## src/rtl/engine_scheduler.sv

```systemverilog
// Round-robin pixel scheduler: grants the next raster pixel to an idle engine; grant registered 1 cycle after req.
// stall=1 suppresses grants; pointer, pixel counters and x_o/y_o hold until stall falls.
module engine_scheduler #(
    parameter int NUM_ENGINES      = 30,
    parameter int ENG_IDX_WIDTH    = 5,
    parameter int PIXEL_DATA_WIDTH = 10,
    parameter int SCREEN_WIDTH     = 640,
    parameter int SCREEN_HEIGHT    = 480
) (
    input  logic                        clk,
    input  logic                        reset,
    input  logic                        start,
    input  logic [2:0]                  zoom_i,
    input  logic [24:0]                 x_offset_i,
    input  logic [24:0]                 y_offset_i,
    input  logic [NUM_ENGINES-1:0]      req,
    input  logic                        stall,
    output logic [NUM_ENGINES-1:0]      grant,
    output logic [ENG_IDX_WIDTH-1:0]    grant_idx,
    output logic [PIXEL_DATA_WIDTH-1:0] x_o,
    output logic [PIXEL_DATA_WIDTH-1:0] y_o,
    output logic [2:0]                  zoom_o,
    output logic [24:0]                 x_offset_o,
    output logic [24:0]                 y_offset_o,
    output logic                        busy,
    output logic                        frame_done
);

    typedef enum logic [1:0] {
        IDLE,
        DISPATCH,
        DRAIN
    } state_t;

    localparam logic [PIXEL_DATA_WIDTH-1:0] X_LAST   = PIXEL_DATA_WIDTH'(SCREEN_WIDTH - 1);
    localparam logic [PIXEL_DATA_WIDTH-1:0] Y_LAST   = PIXEL_DATA_WIDTH'(SCREEN_HEIGHT - 1);
    localparam logic [ENG_IDX_WIDTH-1:0]    IDX_LAST = ENG_IDX_WIDTH'(NUM_ENGINES - 1);
    localparam logic [NUM_ENGINES-1:0]      ONE_HOT0 = NUM_ENGINES'(1);

    state_t                        state_q;
    state_t                        state_d;
    logic [ENG_IDX_WIDTH-1:0]      ptr_q;
    logic [PIXEL_DATA_WIDTH-1:0]   x_cnt_q;
    logic [PIXEL_DATA_WIDTH-1:0]   y_cnt_q;
    logic [NUM_ENGINES-1:0]        eligible;
    logic [ENG_IDX_WIDTH-1:0]      pick_idx;
    logic [ENG_IDX_WIDTH-1:0]      cand_idx;
    int                            cand;
    logic                          pick_vld;
    logic                          last_pixel;
    logic                          do_start;
    logic                          do_grant;
    logic                          do_done;

    // An engine whose grant is on the wire is masked so a late-falling req cannot win twice.
    assign eligible   = req & ~grant;
    assign last_pixel = (x_cnt_q == X_LAST) && (y_cnt_q == Y_LAST);

    // Descending scan so the candidate closest above the pointer is written last and wins.
    always_comb begin
        pick_vld = 1'b0;
        pick_idx = '0;
        cand     = 0;
        cand_idx = '0;
        for (int i = NUM_ENGINES - 1; i >= 0; i--) begin
            cand = int'(ptr_q) + i;
            if (cand >= NUM_ENGINES) begin
                cand = cand - NUM_ENGINES;
            end
            cand_idx = ENG_IDX_WIDTH'(cand);
            if (eligible[cand_idx]) begin
                pick_vld = 1'b1;
                pick_idx = cand_idx;
            end
        end
    end

    always_comb begin
        state_d  = state_q;
        do_start = 1'b0;
        do_grant = 1'b0;
        do_done  = 1'b0;
        case (state_q)
            IDLE: begin
                if (start) begin
                    do_start = 1'b1;
                    state_d  = DISPATCH;
                end
            end
            DISPATCH: begin
                if (!stall && pick_vld) begin
                    do_grant = 1'b1;
                    if (last_pixel) begin
                        state_d = DRAIN;
                    end
                end
            end
            DRAIN: begin
                if ((&req) && (grant == '0)) begin
                    do_done = 1'b1;
                    state_d = IDLE;
                end
            end
            default: state_d = IDLE;
        endcase
    end

    always_ff @(posedge clk or negedge reset) begin
        if (!reset) begin
            state_q    <= IDLE;
            busy       <= 1'b0;
            frame_done <= 1'b0;
        end else begin
            state_q    <= state_d;
            busy       <= (state_d != IDLE);
            frame_done <= do_done;
        end
    end

    always_ff @(posedge clk or negedge reset) begin
        if (!reset) begin
            zoom_o     <= '0;
            x_offset_o <= '0;
            y_offset_o <= '0;
        end else if (do_start) begin
            zoom_o     <= zoom_i;
            x_offset_o <= x_offset_i;
            y_offset_o <= y_offset_i;
        end
    end

    always_ff @(posedge clk or negedge reset) begin
        if (!reset) begin
            grant     <= '0;
            grant_idx <= '0;
            x_o       <= '0;
            y_o       <= '0;
            ptr_q     <= '0;
        end else begin
            grant <= '0;
            if (do_grant) begin
                grant     <= ONE_HOT0 << pick_idx;
                grant_idx <= pick_idx;
                x_o       <= x_cnt_q;
                y_o       <= y_cnt_q;
                ptr_q     <= (pick_idx == IDX_LAST) ? '0 : pick_idx + 1'b1;
            end
        end
    end

    // Raster counters point at the next unissued pixel; the final pixel rewinds them for the next frame.
    always_ff @(posedge clk or negedge reset) begin
        if (!reset) begin
            x_cnt_q <= '0;
            y_cnt_q <= '0;
        end else if (do_start) begin
            x_cnt_q <= '0;
            y_cnt_q <= '0;
        end else if (do_grant) begin
            if (x_cnt_q == X_LAST) begin
                x_cnt_q <= '0;
                y_cnt_q <= last_pixel ? '0 : y_cnt_q + 1'b1;
            end else begin
                x_cnt_q <= x_cnt_q + 1'b1;
            end
        end
    end

endmodule

```

## config.mk

```make
export PLATFORM = sky130hd
export DESIGN_NAME = engine_scheduler
export DESIGN_NICKNAME = d
export VERILOG_FILES = /design/src/rtl/engine_scheduler.sv
export SDC_FILE = /design/constraint.sdc
export NUM_CORES = 1
export LEC_CHECK = 0
export ABC_AREA = 1
export BUFFER_PORTS_ARGS = -buffer_cell sky130_fd_sc_hd__buf_2
export CAP_MARGIN = 30
export CORE_MARGIN = 2
export CORE_UTILIZATION = 42
export CTS_CLUSTER_DIAMETER = 80
export CTS_CLUSTER_SIZE = 30
export DETAILED_ROUTE_END_ITERATION = 7
export GPL_ROUTABILITY_DRIVEN = 0
export MAX_ROUTING_LAYER = met4
export SYNTH_ARGS = -nofsm -noshare
export SYNTH_HDL_FRONTEND = slang
export SYNTH_SLANG_ARGS = --single-unit
```

## constraint.sdc

```tcl
create_clock -name clk -period 11.4 [get_ports clk]
set_clock_uncertainty 0.15 [all_clocks]
set_input_delay 2.85 -clock clk [delete_from_list [all_inputs] [get_ports clk]]
set_output_delay 2.85 -clock clk [all_outputs]
set_load 0.05 [all_outputs]
```

Word-level counts from Yosys, hierarchy flattened --
Index checks and enable logic that the tools add are counted.
Word-level totals: flip-flop bits (word level) 137, input port bits 87, output and inout port bits 110, word-level logic and storage cells 324
Operators by class: add/subtract/negate cells 62, $lt $le $gt $ge 60, eq/ne operators 5, shift-type cells 1, muxes and demuxes 170, bitwise operators 2, reductions and logical operators 11
Operator list (number):
- 2-to-1 mux 5 bit | 61
- less-than comparator 5 x 6 -> 1 bit, second input constant | 30
- >= comparator 6 x 5 -> 1 bit, second input constant | 29
- binary-select mux 1 bit (select 5 bit) | 30
- subtractor 5 bit, second input constant | 30
- adder 5 x 5 -> 6 bit, second input constant | 14
- 2-to-1 mux 10 bit | 7
- 2-to-1 mux 1 bit | 66
- adder 5 x 4 -> 6 bit, second input constant | 8
- bitwise AND 30 bit | 1
- logical NOT 30 bit | 1
- 2-to-1 mux 30 bit | 1
- NOT 30 bit | 1
- AND reduction 30 bit | 1
- left shift 1 x 5 -> 30 bit, first input constant | 1
- adder 5 x 3 -> 6 bit, second input constant | 4
- adder 10 x 1 -> 10 bit, second input constant | 2
- adder 5 x 2 -> 6 bit, second input constant | 2
- equality test 10 bit, second input constant | 1
- equality test 10 x 9 -> 1 bit, second input constant | 1
- 2-to-1 mux 2 bit | 4
- adder 5 x 1 -> 6 bit, second input constant | 1
- case mux 2 bit (3 select lines) | 1
- nonzero test 2 bit | 3
- other kinds (9) | 11

Depth between registers and ports, before layout --
Gate-level depths: netlist of the first run.
depth after elaboration 40, mapped depth 73, gate-level depth less buffers 68

Least setup slack after synthesis of the first run --
OpenSTA, ideal clock, no wires.
path type input to register, start point in req[29], end point reg ptr_q[1], setup time 0.083 ns, data arrival time 6.772 ns, required time 11.167 ns, setup slack 4.395 ns, stages 39, buffers on the path 0, path through inv_1 nor2_1 inv_1 o21ai_1 clkinv_1 o31ai_1 o211ai_1 nand2_2 inv_2 o21ai_0 nand2_1 o211ai_1 nand2_1 nand3_1 o21ai_0 o21ai_1 o21ai_0 o21ai_1 [... 3 more ...] o211ai_1 a21boi_1 o21ai_0 nand2_1 nand2_1 nand2_1 o21ai_1 nand2_1 nand2_1 nand2_1 a21oi_2 inv_1 ha_1 nand2_1 nor2_1 nand3_1 nand2_1 o21ai_0
Between the ends: elaborated cells on any way between the ends 127, classes of those cells add/sub: 1; eq/ne: 1; mux: 123; bitwise: 1; reduce/logical: 1
RTL lines:
- start, declared | line 16 | input logic [NUM_ENGINES-1:0] req,
- bitwise AND 30 bit * | line 56 | assign eligible = req & ~grant;
- binary-select mux 1 bit (select 5 bit) | line 71 | if (eligible[cand_idx]) begin
- 2-to-1 mux 1 bit (implied by the code) | line 71
- 2-to-1 mux 5 bit (29 in a row) | line 71
- 2-to-1 mux 5 bit * | line 71
- named net pick_idx[0] | line 46 | logic [ENG_IDX_WIDTH-1:0] pick_idx;
- adder 5 x 1 -> 5 bit or equality test 5 bit (tied branches) | line 146 | ptr_q <= (pick_idx == IDX_LAST) ? '0 : pick_idx + 1'b1;
- 2-to-1 mux 5 bit * | line 146
- end signal, assigned | line 146
- end, declared | line 42 | logic [ENG_IDX_WIDTH-1:0] ptr_q;
The timed path passes the listed nets; every way through them passes the cells marked *. The select of a mux whose other input is x is not followed. A chain may end at the register's enable or synchronous reset.

Final worst setup path of the first run --
start point in req[29], end point reg y_cnt_q[9]
Between the ends: cells in the longest elaborated chain, start to end 38, elaborated cells on any way between the ends 96, classes of those cells mux: 92; bitwise: 1; reduce/logical: 3
RTL lines:
- bitwise AND 30 bit * | line 56
- binary-select mux 1 bit (select 5 bit) | line 71
- 2-to-1 mux 1 bit (implied by the code) | line 71
- 2-to-1 mux 1 bit (29 in a row) | line 71
- 2-to-1 mux 1 bit * | line 71
- logical AND 1 bit * | line 91 | if (!stall && pick_vld) begin
- 2-to-1 mux 1 bit * | line 91
- 2-to-1 mux 1 bit * | line 83 | case (state_q)
- nonzero test 2 bit (no source line) *
- AND reduction 2 bit (no source line) *
- end signal, assigned | line 162 | y_cnt_q <= last_pixel ? '0 : y_cnt_q + 1'b1;
- end, declared | line 44 | logic [PIXEL_DATA_WIDTH-1:0] y_cnt_q;
Every way passes the cells marked *; elsewhere a longest branch is shown, timed or not. The select of a mux whose other input is x is not followed.

==> results of run 1 <==
## registers in the layout, summed over array words and instances, names as in the netlist, 3 cells and up
| name | count |
|---|---|
| x_cnt_q | 10 |
| grant_idx | 5 |
| x_offset_o | 25 |
| y_o | 10 |
| zoom_o | 3 |
| y_cnt_q | 10 |
| grant | 30 |
| y_offset_o | 25 |
| x_o | 10 |
| ptr_q | 5 |
## synthesized netlist by cell type (all sizes together) (30+ instances only)
master,number
a21oi,206
ha,33
clkbuf,48
o311ai,33
nor2,196
nand2,769
xor2,30
buf,34
inv,308
nand3,113
o211ai,67
dfrtp,137
o21ai,330
## final cells by class
| cell class | count | area, sq um |
|---|---|---|
| multi-input combinational | 1918 | 9610 |
| antenna | 1 | 2.50 |
| inverter | 314 | 1180 |
| tap | 455 | 569 |
| timing repair buffer | 225 | 1200 |
| clock inverter | 12 | 149 |
| clock buffer | 20 | 447 |
| sequential | 137 | 3430 |
| fill | 3654 | 17800 |
## logic make-up after synthesis
| logic type | Yosys count | synth area share |
|---|---|---|
| DFF | 137 | 0.235 |
| buffers and inverters | 396 | 0.108 |
| AOI/OAI and AO/OA | 700 | 0.279 |
| adders and majority gates | 33 | 0.0283 |
| xor gates and xnor gates | 38 | 0.0274 |
| and+or+nand+nor | 1147 | 0.323 |
## per-stage QoR
step	area (sq um)	setup WS [ns]	hold WS (ns)	util
2_1_floorplan	14600	4.40	0.259	-
4_1_cts	16600	2.89	0.296	0.483
3_3_place_gp	16000	2.58	0.287	0.465
3_5_place_dp	16000	2.48	0.284	0.465
6_report	16600	2.49	0.292	0.483
5_1_grt	16600	2.19	0.317	0.483
## per-layer routing
metal / GRT usage / up-vias / wire [um] / part of all wire
met5: - / - / 0 / 0
met4: 0.162 / 0 / 3060 / 0.050
met3: 0.0764 / 202 / 7120 / 0.12
met2: 0.516 / 1072 / 26400 / 0.43
met1: 0.439 / 7976 / 24600 / 0.40
li1: - / 8490 / - / -
## worst max-delay path: cells and delay by family
family,cells,cell delay (ns)
and+or+nand+nor,11,1.84
buffers and inverters,7,1.64
AOI/OAI and AO/OA,6,2.71
## path summary, 6_finish.rpt
path	from	to	slack (ns)	depth (start not counted)
max in group asynchronous	reset	y_offset_o[0]$_DFFE_PN0P_	7.53	2
setup reg to reg	ptr_q[0]$_DFFE_PN0P_	y_cnt_q[9]$_DFFE_PN0P_	3.02	28
setup / recovery	req[29]	y_cnt_q[9]$_DFFE_PN0P_	2.49	24
hold / removal	state_q[0]$_DFF_PN0_	frame_done$_DFF_PN0_	0.29	1
min in group asynchronous	reset	y_o[6]$_DFFE_PN0P_	2.27	1
hold reg to reg	state_q[0]$_DFF_PN0_	frame_done$_DFF_PN0_	0.29	1
==> qor.csv, run 1 <==
metric;value;unit
status;finished, violations left;
violations;design-rule violations;
postSynthAreaPerCell;5.96;sq um
finalCriticalPeriod;8.91;ns
cp_max_fo;55;
io_buffers;196;
fp-row-count;68;
crit_chain;buf_2 -> inv_1 -> nor2_1 -> inv_1 -> o21ai_1 -> clkinv_1 -> o311ai_0 -> o311ai_0 -> nand2_1 -> inv_1 -> nand4_1 -> nor3_1 -> nand4_1 -> or4_1 -> nand2_1 -> nor2_1 -> buf_4 -> inv_2 -> o21ai_1 -> nand3_1 -> nor3_1 -> nand3_1 -> o21ai_0 -> a21oi_1;
fin_crit_sh;0.781;
die_h;190;um
netlist-cell-type-count;62;
drv_cap;0;
cp_slowest_cell;o21ai_1;
stdcell_count;3082;
antenna_found_initial;1;
required;11.56;ns
hold_viol;0;
cts-root-buf;clkbuf_16;
mostFrequentLayoutCell;nand2_1;
final_nets;2733;
cts_htree_levels;4;
slowest_delay;0.84;ns
synth_top_area_cell;dfrtp_1;
clkTransAtPathRegs;0.06;ns
cp.arrival;9.06;ns
yosysWarnings;0;
via_per_inst;5.76;
worstMarginPinSlew;1.09;ns
ys.flop_type;dfrtp_1;
synth_top_cell_area_share;0.235;
layout_common_cells;746 x nand2_1, 273 x inv_1, 258 x o21ai_0;
ys_top_cells_by_area;dfrtp_1 23%, nand2_1 19%, o21ai_0 8.8%, inv_1 7.0%, a21oi_1 7.0%;
max_freq;112;MHz
clock_path_buffers;2;
drt_wl_total;61.2;mm
grt_setup_unrepaired;false;
gr-total-overflow;0;
min_path_type;reg -> reg;
postCtsSetupRepairBufs;0;
hold_buffers;0;
syn_inst;2451;
numCtsBuffers;17;
start_util;0.425;
drcViolationCount;10;
fp.dieArea;36300;sq um
synthArstFlopShare;1.00;
core;34400;sq um
grt_pass1_vias;16274;
area_growth;13.6;%
cts.sinks;137;
cpMostUsedCell;inv_1;
cts_resized;0;
ys_seq_area_frac;0.235;
maxSlewViolCount;0;
path_class;in -> reg;
grt_use_total;0.344;
setup_viol;0;
synthesis.nets;2571;
layout-drive-gt1-share;0.138;
fin_tns_setup;0;ns
syn_area;14600;sq um
num_io_pins;197;
grt_pass1_wl;92.9;mm
synth-edff-count;0;
relSlewSlack;0.267;
place_hpwl;47.3;mm
drt-initial-drc-count;2126;
synth-seq-cells;137;
grt_max_degree;75;
place_inst;3049;
die_width;190;um
ant_nets;0;
vias;17740;
cp-end-kind;flip-flop;
wl_per_cell;19.8;um
drt_first_pass_iters;8;
clkLatencyLatePin;0.43;ns
cts_tree;yes;
start_kind;primary input;
Power of run 1 is not shown: default switching activity piles up to over one toggle a cycle in this logic, so the estimate is an artifact.
==> inputs of run 2 (changes only) <==
Clock period 11.4 ns to 8.2 ns, I/O delays scaled along.
==> run 2 against run 1 <==
Core utilization increased by 0.74 points. Flip-flop and latch count unchanged. Largest cell class unchanged. Register-to-register slack got worse by 2.1 ns. Cell count increased by 1.2%. Non-clock buffer count increased by 37. Worst hold slack improved by 0.00050 ns. Global-route usage increased by 0.70 points. Die area unchanged. Worst setup slack got worse by 1.7 ns. Count of clock-buffer cells in the layout decreased by 1. The flow now finishes without violations. Via count increased by 1.9%. Wire length increased by 2.0%. Highest routed layer unchanged.
==> qor.csv, run 2 (same netlist as run 1, synthesis figures left out) <==
metric;value;unit
fp.dieArea;36300;sq um
worstMarginPinSlew;1.22;ns
cp-end-kind;flip-flop;
cts.sinks;137;
path_class;in -> reg;
core;34400;sq um
multi_input_area;9610;sq um
cpMostUsedCell;nand2_1;
grt_pass1_wl;94.5;mm
final_nets;2770;
start_kind;primary input;
cp_slowest_cell;o21ai_1;
drv_cap;0;
cts_resized;0;
clkTransAtPathRegs;0.06;ns
largest_reg_flops;30;
vias;18083;
fin_tns_setup;0;ns
die_width;190;um
grt_pass1_vias;16687;
status;complete, no violations;
fp-row-count;68;
area_growth;15.4;%
drt_first_pass_iters;8;
num_io_pins;197;
grt_setup_unrepaired;false;
ant_nets;0;
io_buffers;196;
slowest_delay;0.78;ns
fin_crit_sh;0.898;
hold_buffers;0;
max_freq;136;MHz
maxSlewViolCount;0;
layout-drive-gt1-share;0.149;
top_usage_layer;met2;
via_per_inst;5.80;
cts-root-buf;clkbuf_16;
relSlewSlack;0.176;
finalCriticalPeriod;7.37;ns
hold_viol;0;
reg2reg_slack;0.88;ns
top_register;grant;
clock_path_buffers;2;
drcViolationCount;0;
met1_usage;0.448;
path_buf_inv;6;
cts_htree_levels;4;
numCtsBuffers;17;
regArea;3430;sq um
layout_common_cells;746 x nand2_1, 273 x inv_1, 258 x o21ai_0;
wl_per_cell;20.0;um
start_util;0.425;
setup_viol;0;
die_h;190;um
min_path_type;reg -> reg;
grt_max_degree;81;
required;8.40;ns
gr-total-overflow;0;
antenna_found_initial;2;
met3_usage;0.0896;
clkLatencyLatePin;0.43;ns
crit_family;simple AND/OR/NAND/NOR gates;
cp_max_fo;15;
reg_top3;grant: 30 flops, x_offset_o: 25 flops, y_offset_o: 25 flops;
drt_wl_total;62.4;mm
place_hpwl;48.8;mm
grt_use_total;0.351;
postCtsSetupRepairBufs;0;
cp.arrival;7.57;ns
drt-initial-drc-count;2132;
fill_cells;3687;
cts_tree;yes;
mostFrequentLayoutCell;nand2_1;
met2_usage;0.523;
==> run 2: area by class of cell <==
cell class              instances  area share
multi-input cells            1918       0.570
flip-flops and latches        137       0.203
repair buffers                262      0.0877
inverters                     314      0.0702
well taps                     455      0.0338
clock buffers                  19      0.0257
clock inverters                13     0.00869
diodes                          2    0.000297
==> run 2: per-layer routing <==
metal,vias to the layer above,wire [um]
li1,8578,-
met1,8251,25200
met2,1060,26900
met3,194,7420
met4,0,2780
met5,-,0
==> run 2: per-stage QoR <==
step	cell area, sq um	setup slack [ns]	utilization	hold WS, ns	instances
after CTS	16800	0.974	0.489	0.289	3115
after global routing	16900	0.387	0.490	0.320	3120
after global placement	16200	0.587	0.472	0.277	3081
after floorplan	14600	1.90	-	0.259	2451
final	16900	0.834	0.490	0.293	3120
after detailed placement	16200	0.622	0.473	0.281	3083
==> run 2: final timing paths <==
path                       depth (start not counted)                 start                         end
min                                                1  state_q[0]$_DFF_PN0_        frame_done$_DFF_PN0_
min in group asynchronous                          1                 reset          x_o[5]$_DFFE_PN0P_
max in group asynchronous                          2                 reset  x_offset_o[14]$_DFFE_PN0P_
min reg2reg                                        1  state_q[0]$_DFF_PN0_        frame_done$_DFF_PN0_
max                                               60               req[25]         grant[26]$_DFF_PN0_
max reg2reg                                       29  ptr_q[3]$_DFFE_PN0P_      y_cnt_q[9]$_DFFE_PN0P_
Power of run 2 is left out for the same reason.
